==> src/rtl/monster_patrol_if.sv <==
// monster_patrol_if: sprite ROM bus between the monster renderer (master)
// and its synchronous pixel ROM (slave). rom_data is valid one clock after
// rom_addr is presented.
interface monster_patrol_if #(
  parameter int ADDRW     = 14,
  parameter int COLR_BITS = 4
);
  logic [ADDRW-1:0]     rom_addr;
  logic [COLR_BITS-1:0] rom_data;

  modport master (output rom_addr, input  rom_data);
  modport slave  (input  rom_addr, output rom_data);
endinterface

==> src/rtl/monster_patrol.sv <==
// monster_patrol: a walking sprite that patrols between patrol_l and
// patrol_r. It pauses at each end before turning round, and it steps
// through its animation frames while walking. It also streams one sprite
// row per scanline from a synchronous ROM.
// Optional feature: define MONSTER_MIRROR_EN to flip the sprite
// horizontally while it walks left.
module monster_patrol #(
  parameter int CORDW     = 16,
  parameter int WIDTH     = 64,
  parameter int HEIGHT    = 96,
  parameter int FRAMES    = 2,
  parameter int COLR_BITS = 4,
  parameter int SPEED     = 1,
  parameter int ANIM_DIV  = 8,
  parameter int TURN_WAIT = 16,
  parameter int GROUND_Y  = 469
) (
  input  logic                    clk,
  input  logic                    i_rst_n,
  input  logic                    replay,
  input  logic                    frame,
  input  logic                    line,
  input  logic signed [CORDW-1:0] sx,
  input  logic signed [CORDW-1:0] sy,
  input  logic signed [19:0]      x_init,
  input  logic signed [19:0]      y_init,
  input  logic signed [19:0]      screen_height,
  input  logic signed [CORDW-1:0] patrol_l,
  input  logic signed [CORDW-1:0] patrol_r,
  monster_patrol_if.master        rom,
  output logic [COLR_BITS-1:0]    pix,
  output logic                    drawing,
  output logic signed [CORDW-1:0] mon_x,
  output logic signed [CORDW-1:0] mon_y,
  output logic                    dir
);

  localparam int ADDRW = $clog2(WIDTH * HEIGHT * FRAMES);
  localparam int ROWW  = (HEIGHT > 1)    ? $clog2(HEIGHT)    : 1;
  localparam int COLW  = (WIDTH > 1)     ? $clog2(WIDTH)     : 1;
  localparam int FW    = (FRAMES > 1)    ? $clog2(FRAMES)    : 1;
  localparam int ACW   = (ANIM_DIV > 1)  ? $clog2(ANIM_DIV)  : 1;
  localparam int TCW   = (TURN_WAIT > 1) ? $clog2(TURN_WAIT) : 1;

  // Patrol states
  localparam logic [1:0] WALK_R = 2'd0;
  localparam logic [1:0] WALK_L = 2'd1;
  localparam logic [1:0] TURN_R = 2'd2;
  localparam logic [1:0] TURN_L = 2'd3;

  // Draw states
  localparam logic [1:0] IDLE     = 2'd0;
  localparam logic [1:0] WAIT_POS = 2'd1;
  localparam logic [1:0] DRAW     = 2'd2;

  logic                    restart;
  logic [1:0]              pstate;
  logic [FW-1:0]           anim;
  logic [ACW-1:0]          anim_cnt;
  logic [TCW-1:0]          turn_cnt;
  logic signed [CORDW-1:0] step_r, step_l, x_prev, mon_y_end, row_diff;
  logic                    in_range, walking;

  logic [1:0]              dstate;
  logic [ROWW-1:0]         row;
  logic [COLW-1:0]         col, col_sel, col_addr;
  logic                    issue, pix_valid;
  logic [ADDRW-1:0]        addr;

  assign restart   = !i_rst_n || replay;
  assign step_r    = mon_x + CORDW'(SPEED);
  assign step_l    = mon_x - CORDW'(SPEED);
  assign x_prev    = mon_x - CORDW'(1);
  assign mon_y_end = mon_y + CORDW'(HEIGHT);
  assign row_diff  = sy - mon_y;
  assign in_range  = (sy >= mon_y) && (sy < mon_y_end);
  assign walking   = (pstate == WALK_R) || (pstate == WALK_L);

  // Bits of x_init beyond CORDW and the upper part of row_diff are unused.
  logic unused_bits;
  assign unused_bits = &{1'b0, x_init, row_diff};

  // Patrol movement: walk, clamp at the bound, pause, then reverse.
  always_ff @(posedge clk) begin
    if (restart) begin
      mon_x    <= CORDW'(x_init);
      pstate   <= WALK_R;
      dir      <= 1'b0;
      turn_cnt <= '0;
    end else if (frame) begin
      case (pstate)
        WALK_R: begin
          if (step_r >= patrol_r) begin
            mon_x  <= patrol_r;
            pstate <= TURN_R;
          end else begin
            mon_x <= step_r;
          end
        end
        WALK_L: begin
          if (step_l <= patrol_l) begin
            mon_x  <= patrol_l;
            pstate <= TURN_L;
          end else begin
            mon_x <= step_l;
          end
        end
        TURN_R: begin
          if (turn_cnt == TCW'(TURN_WAIT - 1)) begin
            turn_cnt <= '0;
            pstate   <= WALK_L;
            dir      <= 1'b1;
          end else begin
            turn_cnt <= turn_cnt + TCW'(1);
          end
        end
        default: begin
          if (turn_cnt == TCW'(TURN_WAIT - 1)) begin
            turn_cnt <= '0;
            pstate   <= WALK_R;
            dir      <= 1'b0;
          end else begin
            turn_cnt <= turn_cnt + TCW'(1);
          end
        end
      endcase
    end
  end

  // Animation advances every ANIM_DIV walking frames and freezes while turning.
  always_ff @(posedge clk) begin
    if (restart) begin
      anim     <= '0;
      anim_cnt <= '0;
    end else if (frame && walking) begin
      if (anim_cnt == ACW'(ANIM_DIV - 1)) begin
        anim_cnt <= '0;
        anim     <= (anim == FW'(FRAMES - 1)) ? '0 : anim + FW'(1);
      end else begin
        anim_cnt <= anim_cnt + ACW'(1);
      end
    end
  end

  // Sprite top row follows the vertical scroll every clock.
  always_ff @(posedge clk) begin
    mon_y <= CORDW'(GROUND_Y - HEIGHT) - CORDW'(y_init - screen_height);
  end

  // ROM request for this cycle: column 0 one pixel ahead of mon_x, then one
  // column per clock. A line pulse suppresses the request so the row aborts.
  always_comb begin
    issue   = 1'b0;
    col_sel = '0;
    case (dstate)
      WAIT_POS: issue = !line && (sx == x_prev);
      DRAW: begin
        issue   = !line;
        col_sel = col;
      end
      default: ;
    endcase
  end

  // Column address, optionally mirrored while walking left.
  always_comb begin
`ifdef MONSTER_MIRROR_EN
    col_addr = dir ? (COLW'(WIDTH - 1) - col_sel) : col_sel;
`else
    col_addr = col_sel;
`endif
  end

  assign addr = ADDRW'(anim) * ADDRW'(WIDTH * HEIGHT)
              + ADDRW'(row) * ADDRW'(WIDTH)
              + ADDRW'(col_addr);
  assign rom.rom_addr = issue ? addr : '0;

  // Draw FSM: any line pulse re-evaluates the row, so it also aborts a draw.
  always_ff @(posedge clk) begin
    if (restart) begin
      dstate    <= IDLE;
      row       <= '0;
      col       <= '0;
      pix_valid <= 1'b0;
    end else begin
      pix_valid <= issue;
      if (line) begin
        dstate <= in_range ? WAIT_POS : IDLE;
        col    <= '0;
        if (in_range) row <= row_diff[ROWW-1:0];
      end else begin
        case (dstate)
          WAIT_POS: begin
            if (sx == x_prev) begin
              dstate <= DRAW;
              col    <= COLW'(1);
            end
          end
          DRAW: begin
            if (col == COLW'(WIDTH - 1)) begin
              dstate <= IDLE;
              col    <= '0;
            end else begin
              col <= col + COLW'(1);
            end
          end
          default: ;
        endcase
      end
    end
  end

  // ROM data is shown only for the cycle after a request; index 0 is transparent.
  assign pix     = pix_valid ? rom.rom_data : '0;
  assign drawing = pix_valid && (rom.rom_data != '0);

endmodule

==> src/flat_wrapper.sv <==
// flat-port wrapper written by rule: the top's interface ports become plain ports
module monster_patrol_flat 
#(
  parameter int CORDW     = 16,
  parameter int WIDTH     = 64,
  parameter int HEIGHT    = 96,
  parameter int FRAMES    = 2,
  parameter int COLR_BITS = 4,
  parameter int SPEED     = 1,
  parameter int ANIM_DIV  = 8,
  parameter int TURN_WAIT = 16,
  parameter int GROUND_Y  = 469
)
  (clk, i_rst_n, replay, frame, line, sx, sy, x_init, y_init, screen_height, patrol_l, patrol_r, pix, drawing, mon_x, mon_y, dir, rom_rom_addr, rom_rom_data);
  monster_patrol_if #(.ADDRW(14), .COLR_BITS(COLR_BITS)) rom_i ();
  input  logic clk;
  input  logic i_rst_n;
  input  logic replay;
  input  logic frame;
  input  logic line;
  input  logic signed [CORDW-1:0] sx;
  input  logic signed [CORDW-1:0] sy;
  input  logic signed [19:0] x_init;
  input  logic signed [19:0] y_init;
  input  logic signed [19:0] screen_height;
  input  logic signed [CORDW-1:0] patrol_l;
  input  logic signed [CORDW-1:0] patrol_r;
  output logic [COLR_BITS-1:0] pix;
  output logic drawing;
  output logic signed [CORDW-1:0] mon_x;
  output logic signed [CORDW-1:0] mon_y;
  output logic dir;
  output wire logic [$bits(rom_i.rom_addr)-1:0] rom_rom_addr;
  input wire logic [$bits(rom_i.rom_data)-1:0] rom_rom_data;
  assign rom_rom_addr = rom_i.rom_addr;
  assign rom_i.rom_data = rom_rom_data;
  monster_patrol #(.CORDW(CORDW), .WIDTH(WIDTH), .HEIGHT(HEIGHT), .FRAMES(FRAMES), .COLR_BITS(COLR_BITS), .SPEED(SPEED), .ANIM_DIV(ANIM_DIV), .TURN_WAIT(TURN_WAIT), .GROUND_Y(GROUND_Y)) u_core (.clk(clk), .i_rst_n(i_rst_n), .replay(replay), .frame(frame), .line(line), .sx(sx), .sy(sy), .x_init(x_init), .y_init(y_init), .screen_height(screen_height), .patrol_l(patrol_l), .patrol_r(patrol_r), .rom(rom_i), .pix(pix), .drawing(drawing), .mon_x(mon_x), .mon_y(mon_y), .dir(dir));
endmodule
==> config.mk <==
export PLATFORM = sky130hd
export DESIGN_NAME = monster_patrol_flat
export DESIGN_NICKNAME = d
export VERILOG_FILES = /design/src/rtl/monster_patrol_if.sv /design/src/rtl/monster_patrol.sv /design/src/flat_wrapper.sv
export SDC_FILE = /design/constraint.sdc
export NUM_CORES = 1
export LEC_CHECK = 0
export ABC_AREA = 1
export BUFFER_PORTS_ARGS = -buffer_cell sky130_fd_sc_hd__buf_2
export CAP_MARGIN = 20
export CORE_MARGIN = 2
export CORE_UTILIZATION = 40
export CTS_CLUSTER_SIZE = 20
export DETAILED_ROUTE_END_ITERATION = 8
export PLACE_DENSITY_LB_ADDON = 0.08
export SLEW_MARGIN = 0
export SYNTH_ARGS = -nofsm -noshare
export SYNTH_HDL_FRONTEND = slang
export SYNTH_SLANG_ARGS = --single-unit
==> constraint.sdc <==
create_clock -name clk -period 4.21 [get_ports clk]
set_input_delay 0.2105 -clock clk [delete_from_list [all_inputs] [get_ports clk]]
set_output_delay 0.2105 -clock clk [all_outputs]
set_load 0.01 [all_outputs]
# Word level (Yosys, flattened, before mapping)
# Cells that the tools add are included.
[totals] output_inout_bits=52 regBits=59
[classes] mul=1 n_lt_le_gt_ge=4 n_bitwise=1 add_sub_neg=12 reduce_logical=25 n_mux=28 eq_ne=14
[op_table] operator="$mux W16" n=4
[op_table] operator="$ge A16 B16 Y1" n=2
[op_table] operator="$pmux W16 S2" n=1
[op_table] operator="$mux W6" n=3
[op_table] operator="$add A16 B2 Y16 const B" n=1
[op_table] operator="$add A16 B8 Y16 const B" n=1
[op_table] operator="$eq A16 B16 Y1" n=1
[op_table] operator="$le A16 B16 Y1" n=1
[op_table] operator="$lt A16 B16 Y1" n=1
[op_table] operator="$sub A10 B16 Y16 const A" n=1
[op_table] operator="$sub A16 B16 Y16" n=1
[op_table] operator="$sub A16 B2 Y16 const B" n=1
[op_table] operator="$add A14 B13 Y14" n=1
[op_table] operator="$add A14 B6 Y14" n=1
[op_table] operator="$mux W14" n=1
[op_table] operator="$mux W2" n=7
[op_table] operator="$pmux W6 S2" n=1
[op_table] operator="$reduce_and A2 Y1" n=5
[op_table] operator="$reduce_bool A3 Y1" n=3
[op_table] operator="$mux W4" n=2
[op_table] operator="$sub A7 B7 Y7" n=1
[op_table] operator="$add A6 B1 Y6 const B" n=1
[op_table] operator="$eq A6 B6 Y1 const B" n=1
[op_table] operator="$ne A3 B2 Y1 const B" n=2
[op_table] operator="other kinds (25)" n=41

# Longest topological paths before layout
# Gate-level depths: netlist (run 1).
[depth] depth_word=6 ltp_mapped=25 ltp_nobuf=24

# Worst setup path after synthesis (run 1)
# OpenSTA, ideal clock, no wires.
[synth_path] kind="register to register" from="register u_core.mon_x[0]" to="register u_core.mon_x[10] (data pin)" required_time_ps=3957 slack_ps=991 setup_time_ps=253 path_stages_with_launch=22 t_arrival_ps=2966 path_cell_list="edfxtp_1 nand3_1 nor2_1 nand2_1 nor2_1 nand3_1 xor2_1 inv_1 ha_1 nand2_1 inv_1 nor2_1 o21bai_1 nor2_1 nand3_1 nand3_1 buf_2 nand2_1 nand3_1 nand2_1 nand2_1 nand2_1"
[synth_via] elab_chain_len=6 elab_cells_between_ends=9 classes_between="2 x add/sub; 2 x order compare; 5 x mux"
[synth_lines] element="from (decl)" line="monster_patrol.sv:33" rtl="output logic signed [CORDW-1:0] mon_x,"
[synth_lines] element="from (signal assigned)" line="monster_patrol.sv:86" rtl="mon_x <= CORDW'(x_init);"
[synth_lines] element="from (signal assigned)" line="monster_patrol.sv:94" rtl="mon_x <= patrol_r;"
[synth_lines] element="from (signal assigned)" line="monster_patrol.sv:97" rtl="mon_x <= step_r;"
[synth_lines] element="$sub A16 B2 Y16 or $add A16 B2 Y16 (tied branches)" line="monster_patrol.sv:72, monster_patrol.sv:71"
[synth_lines] element="$le A16 B16 Y1 or $ge A16 B16 Y1 (tied branches)" line="monster_patrol.sv:101, monster_patrol.sv:93"
[synth_lines] element="$mux W16, on equally long branches" line="monster_patrol.sv:101, monster_patrol.sv:93"
[synth_lines] element="$pmux W16 S2 *" line="monster_patrol.sv:91" rtl="case (pstate)"
[synth_lines] element="$mux W16 *" line="monster_patrol.sv:90" rtl="end else if (frame) begin"
[synth_lines] element="$mux W16 *" line="monster_patrol.sv:85" rtl="if (restart) begin"
# Every way passes the cells marked *; elsewhere a longest branch is shown, timed or not. The select of a mux whose other input is x is not followed.
# A chain may end at the register's enable or synchronous reset.

# Final worst setup path (run 1)
# Same ends and word-level chain as after synthesis.

==> metrics, run 1 <==
status finished clean; fmax around 0.27 GHz; area fraction in compound gates after synthesis around 8%; sequential share of the synthesized area a little under a fifth; nets@finish between 1500 and 2000; Synth Area in Simple Gates a little over a third; Max Cap Viol 0; Crit. End Element flip-flop; number of synthesized flops with an enable pin 16; final RePlAce weighted congestion 0.895; vias in the first global route ~6900; CTS Buf Count 9; fin crit share just under 90%; Area contributors post-synth ha_1, nand2_1, dfxtp_1; critical path cell sequence inv_2, ha_1, inv_1, nor2_2, nand3_1, nand2_1, inv_1, ha_1, nand2_1, inv_1, nand3_1, nor2_1, nand2_1, nand2_1, nand2_1, nand3_1, nand2_1, nand3_1, nand2_1, nand2_1, nand2_1; vias per cell a little under 5; Synth cell types 40; Logic pwr share between 40% and 50%; Die Ht between 100 and 150 um; Top FF cell, synth dfxtp_1; CORE AREA between 15000 and 20000 um2; flops & latches, synth a little under 60; RSZ-0062 raised after global routing false; Post-route DRC 0; chip width about 140 um; Finished Cell Area 8550 um2; DR iter-0 viols 373; Yosys warnings 0; Critical Path Fanout Max 16; largest net degree at the start of global routing 24; Least-Margin Pin Slew 0.867 ns; critical path's largest stage delay between 0.5 and 0.6 ns; final setup fails 0; initial antenna violation count 1; Slew HR 42.0%; Slew Viols, Final 0; CP Launch Type flip-flop; final hold vios 0; n_diodes 0; post-synth top area share between 10% and 20%; port bufs around 170; Mapped Cells 1145; H-tree levels 3; crit-path most repeated cell nand2_1; largest area contributor in the netlist ha_1; Hold-fix buffers, CTS 0; CTS tree yes; PwrDens approximately 350 nW/um2; Psw about 1.3 mW; Synth-to-Final Area Change 19.3%; # rows between 40 and 50; die footprint around 19000 um2; Clk pwr share between 20% and 30%; register share of total power between 20% and 30%; Final ANT Viol Nets 0; root buf cell clkbuf_16; Slowest-stage cell, CP edfxtp_1; Post-Synth Adder-Cell Area a little under a fifth; Period minus WS final ~3.8 ns; clk_skew approximately 0.0062 ns; Pint 1.70 mW; Worst Hold Class in2reg; Vias between 7000 and 8000; Power, Total ~3.0 mW; mux cell area share after synthesis 0%; IO Count roughly 190; CP Data Required Time 4.30 ns; Setup CP Type reg2reg; crit path DAT ~3.9 ns; Synth Net Count ~1400; Post-CTS Setup Inserts 0; Mean Syn Cell Area 6.26 um2; most common cell after layout, fill and taps aside nand2_1; grt ovf 0; DRT Pass-1 Iters 5; XOR/XNOR Fraction of Synth Area under 10%; DP Area 8250 um2; first-pass GRT wire length between 30000 and 40000 um; maximum VDD drop ~0.19 mV; Clock Latency Late Sink around 0.34 ns; Total GRT Usage 21.6%; Total Wirelength ~20000 um; routed len/inst 13.1 um; layout cells sized above 1 between 10% and 20%; Post-synth ARST share 0%; Starting Density about two fifths; CTS clk-pin slew, worst paths 0.06 ns; CTS max path bufs 2; largest family of logic cells by synthesized area simple AND/OR/NAND/NOR gates; clk sinks 59; placed wire-length estimate between 15000 and 20000 um; Setup TNS 0 ns; Netlist Area Pre-Place between 7000 and 8000 um2; CTS resizes 0; sw frac between 40 and 50%; leak pwr 4.85 nW; commonest non-fill, non-tap cells in the layout nand2_1, inv_1, buf_2
synth_stat cells (2+ instances only):
cell	number
dfxtp_1	43
clkinv_1	2
nand3b_1	4
nand2_2	6
o21ai_0	34
nor2_4	2
a21oi_1	57
nand3_1	105
nor2_1	88
inv_1	209
nand2_1	308
o31ai_1	3
nor3_1	16
clkbuf_1	16
nand4_1	45
buf_6	3
o21bai_1	2
nor2_2	16
edfxtp_1	16
ha_1	102
xor2_1	38
buf_2	6
xnor2_1	4
fa_1	3
a211oi_1	2
area by class of cell:
type | instances | area, um2
Clock buffer | 9 | 225
Clock inverter | 7 | 76.3
Fill cell | 1905 | 8860
Inverter | 212 | 796
Multi-Input combinational cell | 847 | 4900
Sequential cell | 59 | 1340
Tap cell | 225 | 282
Timing Repair Buffer | 182 | 936
power groups by stage:
stage	clock network (mW)	registers [mW]	logic [mW]
2_1_floorplan	0	0.788	1.04
3_5_place_dp	0	0.784	1.48
3_3_place_gp	0	0.783	1.47
6_report	0.757	0.771	1.48
5_1_grt	0.799	0.787	1.71
4_1_cts	0.778	0.772	1.49
metrics by stage:
stage / util (%) / cells / setup slack [ns] / hold slack (ns)
after floorplan: - / 1145 / 0.991 / 0.331
after global placement: 47.4 / 1525 / 0.549 / 0.431
after detailed placement: 47.4 / 1525 / 0.465 / 0.424
after CTS: 49.1 / 1541 / 0.469 / 0.0663
after global routing: 49.1 / 1541 / 0.0149 / 0.0703
final: 49.1 / 1541 / 0.459 / 0.0789
cells by family (layout without fill, tap and decap cells):
logic type	count (synthesis)	count (layout)
XOR/XNOR	42	42
AO/OA/AOI/OAI	105	105
AND/OR/NAND/NOR	595	595
adder cells (fa/ha/maj)	105	105
buffers and inverters	239	410
flip-flops	59	59
per-layer routing:
| metal | track usage [%] | share of wire (%) | vias up |
|---|---|---|---|
| met1 | 26.5 | 44 | 3307 |
| met4 | 7.65 | 2.1 | 2 |
| met3 | 4.23 | 6.8 | 25 |
| li1 | - | - | 4006 |
| met5 | 0 | 0.065 | - |
| met2 | 37.5 | 47 | 206 |
worst max-delay path, delay by kind of cell, from the launching register on:
kind          cells  cell delay (ns)
fa+ha+maj         2             0.63
buf+inv           4             0.45
flops             1             0.57
simple gates     15             1.85
sequential cells by signal, indices dropped and copies added, names as in the netlist:
name	count
u_core.turn_cnt	4
u_core.pstate	2
u_core.mon_y	16
u_core.dstate	2
u_core.mon_x	16
u_core.dir	1
u_core.pix_valid	1
u_core.row	7
u_core.col	6
u_core.anim	1
u_core.anim_cnt	3
final timing paths:
check | from | to | slack (ns) | depth (start not counted)
max | u_core.mon_x[0]$_DFFE_PP_ | u_core.mon_x[10]$_DFFE_PP_ | 0.46 | 21
min | screen_height[0] | u_core.mon_y[0]$_DFF_P_ | 0.08 | 2
max reg2reg | u_core.mon_x[0]$_DFFE_PP_ | u_core.mon_x[10]$_DFFE_PP_ | 0.46 | 21
min reg2reg | u_core.anim_cnt[1]$_SDFFE_PP0P_ | u_core.anim_cnt[1]$_SDFFE_PP0P_ | 0.47 | 2
(Power assumes the default switching activity.)
==> run 2: changes to the inputs <==
==> constraint.sdc (replaced) <==
create_clock -name clk -period 3.8 [get_ports clk]
set_input_delay 0.19 -clock clk [delete_from_list [all_inputs] [get_ports clk]]
set_output_delay 0.19 -clock clk [all_outputs]
set_load 0.01 [all_outputs]
==> run 2 against run 1 <==
  * Hold slack lost 0.021 ns
  * Clock skew grew 0.0018 ns
  * Power up 14%
  * Global-route usage increased by 0.68 points
  * Largest cell class unchanged
  * Critical path depth stayed put
  * Cell count rose by 0.58%
  * Register-to-register slack lost 0.05 ns
  * Clock-buffer cell count did not move
  * Critical path type unchanged
  * Non-clock buffer count increased by 8
  * Sequential share of layout area down 0.15 points
  * Worst setup slack worse by 0.050 ns
  * Clock power rose by 18%
==> metrics, run 2 (same netlist as run 1, synthesis figures left out) <==
status finished clean; Setup TNS 0 ns (unchanged); biggest regs u_core.mon_x x16, u_core.mon_y x16, u_core.row x7; CTS clk-pin slew, worst paths 0.06 ns (about the same); nets@finish 1557 (+0.52%); Least-Margin Pin Slew 0.785 ns (-0.0823 ns); CTS Buf Count 9 (unchanged); Fin Hold WS 0.0579 ns (-0.0210 ns); placed wire-length estimate 16900 um (+1.4%); fillers 1864 (-2.2%); Setup CP Type reg2reg; final hold vios 0 (unchanged); maximum VDD drop 0.211 mV (+14%); Crit. End Element flip-flop; Final ANT Viol Nets 0 (unchanged); CTS tree yes; DRT Pass-1 Iters 5 (unchanged); clk_skew 0.00803 ns (+0.00184 ns); final RePlAce weighted congestion 0.904 (+0.96%); port bufs 172 (unchanged); Max Cap Viol 0 (unchanged); Finished Cell Area 8640 um2 (+0.98%); CORE AREA 17400 um2 (unchanged); grt ovf 0 (unchanged); layout cells sized above 1 18.1% (+0.65 points); Total Wirelength 20400 um (+1.5%); die footprint 19000 um2 (unchanged); Die Ht 138 um (unchanged); largest net degree at the start of global routing 24 (unchanged); Register-to-Register Path Depth 21 (unchanged); Worst Hold Class in2reg; Starting Density 41.1% (unchanged); Post-route DRC 0 (unchanged); fin crit share 89.2% (+0.15 points); H-tree levels 3 (unchanged); Slew HR 47.6% (+5.6 points); routed len/inst 13.2 um (+0.87%); leak pwr 4.91 nW (+1.2%); Period minus WS final 3.39 ns (-0.360 ns); CTS resizes 0 (unchanged); Slew Viols, Final 0 (unchanged); final setup fails 0 (unchanged); RSZ-0062 raised after global routing false; CP Data Required Time 3.90 ns (-0.40 ns); Critical Path Fanout Max 16 (unchanged); Crit. Startpoint u_core.mon_x[1]$_DFFE_PP_; root buf cell clkbuf_16; r2r startpoint u_core.mon_x[1]$_DFFE_PP_; Vias 7553 (+0.093%); PwrDens 396 nW/um2 (+13%); most common cell after layout, fill and taps aside nand2_1; clk sinks 59 (unchanged); CTS max path bufs 2 (unchanged); Post-CTS Setup Inserts 0 (unchanged); Seq. cell area 1340 um2 (unchanged); initial antenna violation count 1 (unchanged); CP Launch Type flip-flop; crit path DAT 3.49 ns (-0.36 ns); commonest non-fill, non-tap cells in the layout nand2_1, inv_1, buf_2; hold path endpoint u_core.mon_y[0]$_DFF_P_; combined area of the multi-input logic cells 4900 um2 (+0.15%); chip width 138 um (unchanged); Total GRT Usage 22.3% (+0.68 points); vias in the first global route 7042 (+2.0%); Hold-fix buffers, CTS 0 (unchanged); # rows 48 (unchanged); DP Area 8310 um2 (+0.73%); Power, Total 3.42 mW (+14%); vias per cell 4.87 (-0.49%); Synth-to-Final Area Change 20.5%; fmax 0.295 GHz (+11%); IO Count 185 (unchanged); hold-critical path depth 2 (unchanged); R2R Setup Slk 0.41 ns (-0.05 ns); first-pass GRT wire length 33100 um (+2.8%); DR iter-0 viols 378 (+1.3%); reg-to-reg critical path endpoint u_core.mon_x[15]$_DFFE_PP_; Clock Latency Late Sink 0.34 ns (about the same); Hold Path Origin screen_height[0]
## run 2: metal layers
| layer | wire length [um] | global-route usage, % | vias to the layer above |
|---|---|---|---|
| met4 | 477 | 8.28 | 0 |
| met2 | 9710 | 39.1 | 185 |
| met1 | 8920 | 26.8 | 3321 |
| met5 | 0 | 0 | - |
| met3 | 1320 | 4.42 | 30 |
| li1 | - | - | 4017 |
## run 2: through the flow
step                      util, %  instances  setup WS, ns
final                        49.6       1550         0.409
after CTS                    49.5       1549         0.252
after global routing         49.6       1549        0.0457
after global placement       47.7       1533         0.303
after detailed placement     47.7       1533         0.268
after floorplan                 -       1145         0.581
## run 2: worst max-delay path by stage
stage,depth (start not counted),slack (ns),to
floorplan,21,0.58,u_core.mon_x[10]$_DFFE_PP_
global placement,21,0.30,u_core.row[6]$_SDFFE_PP0P_
detailed placement,22,0.27,u_core.row[6]$_SDFFE_PP0P_
CTS,22,0.25,u_core.row[6]$_SDFFE_PP0P_
global route,22,0.05,u_core.mon_x[10]$_DFFE_PP_
finish,21,0.41,u_core.mon_x[15]$_DFFE_PP_
## run 2: worst max-delay path, stage by stage (launching register included)
cell and delay, ns:
edfxtp_1 0.53, nand3_1 0.18, nor2_1 0.18, nand2_1 0.16, nor3_1 0.22, xor2_1 0.26
inv_1 0.07, ha_1 0.31, nand2_1 0.08, inv_1 0.05, nand3_1 0.07, nor2_1 0.16
nand2_1 0.09, nand2_1 0.07, nand2_1 0.06, nand3_1 0.06, buf_4 0.21, nand2_1 0.08
nand3_1 0.10, nand2_1 0.09, nand2_1 0.06, nand2_1 0.04
## run 2: final cells by class
class                      instances  share of cell area, %
antenna                            1                 0.0290
clock buffer                       9                   2.61
clock inverter                     7                   1.04
inverter                         212                   9.21
multi-input combinational        847                   56.8
sequential                        59                   15.5
tap                              225                   3.26
timing repair buffer             190                   11.5
## run 2: report_power, final
group,switching (mW),total (mW),internal (mW)
logic,1.04,1.68,0.643
registers,0.0948,0.844,0.749
clock network,0.320,0.893,0.573
total,1.45,3.42,1.97
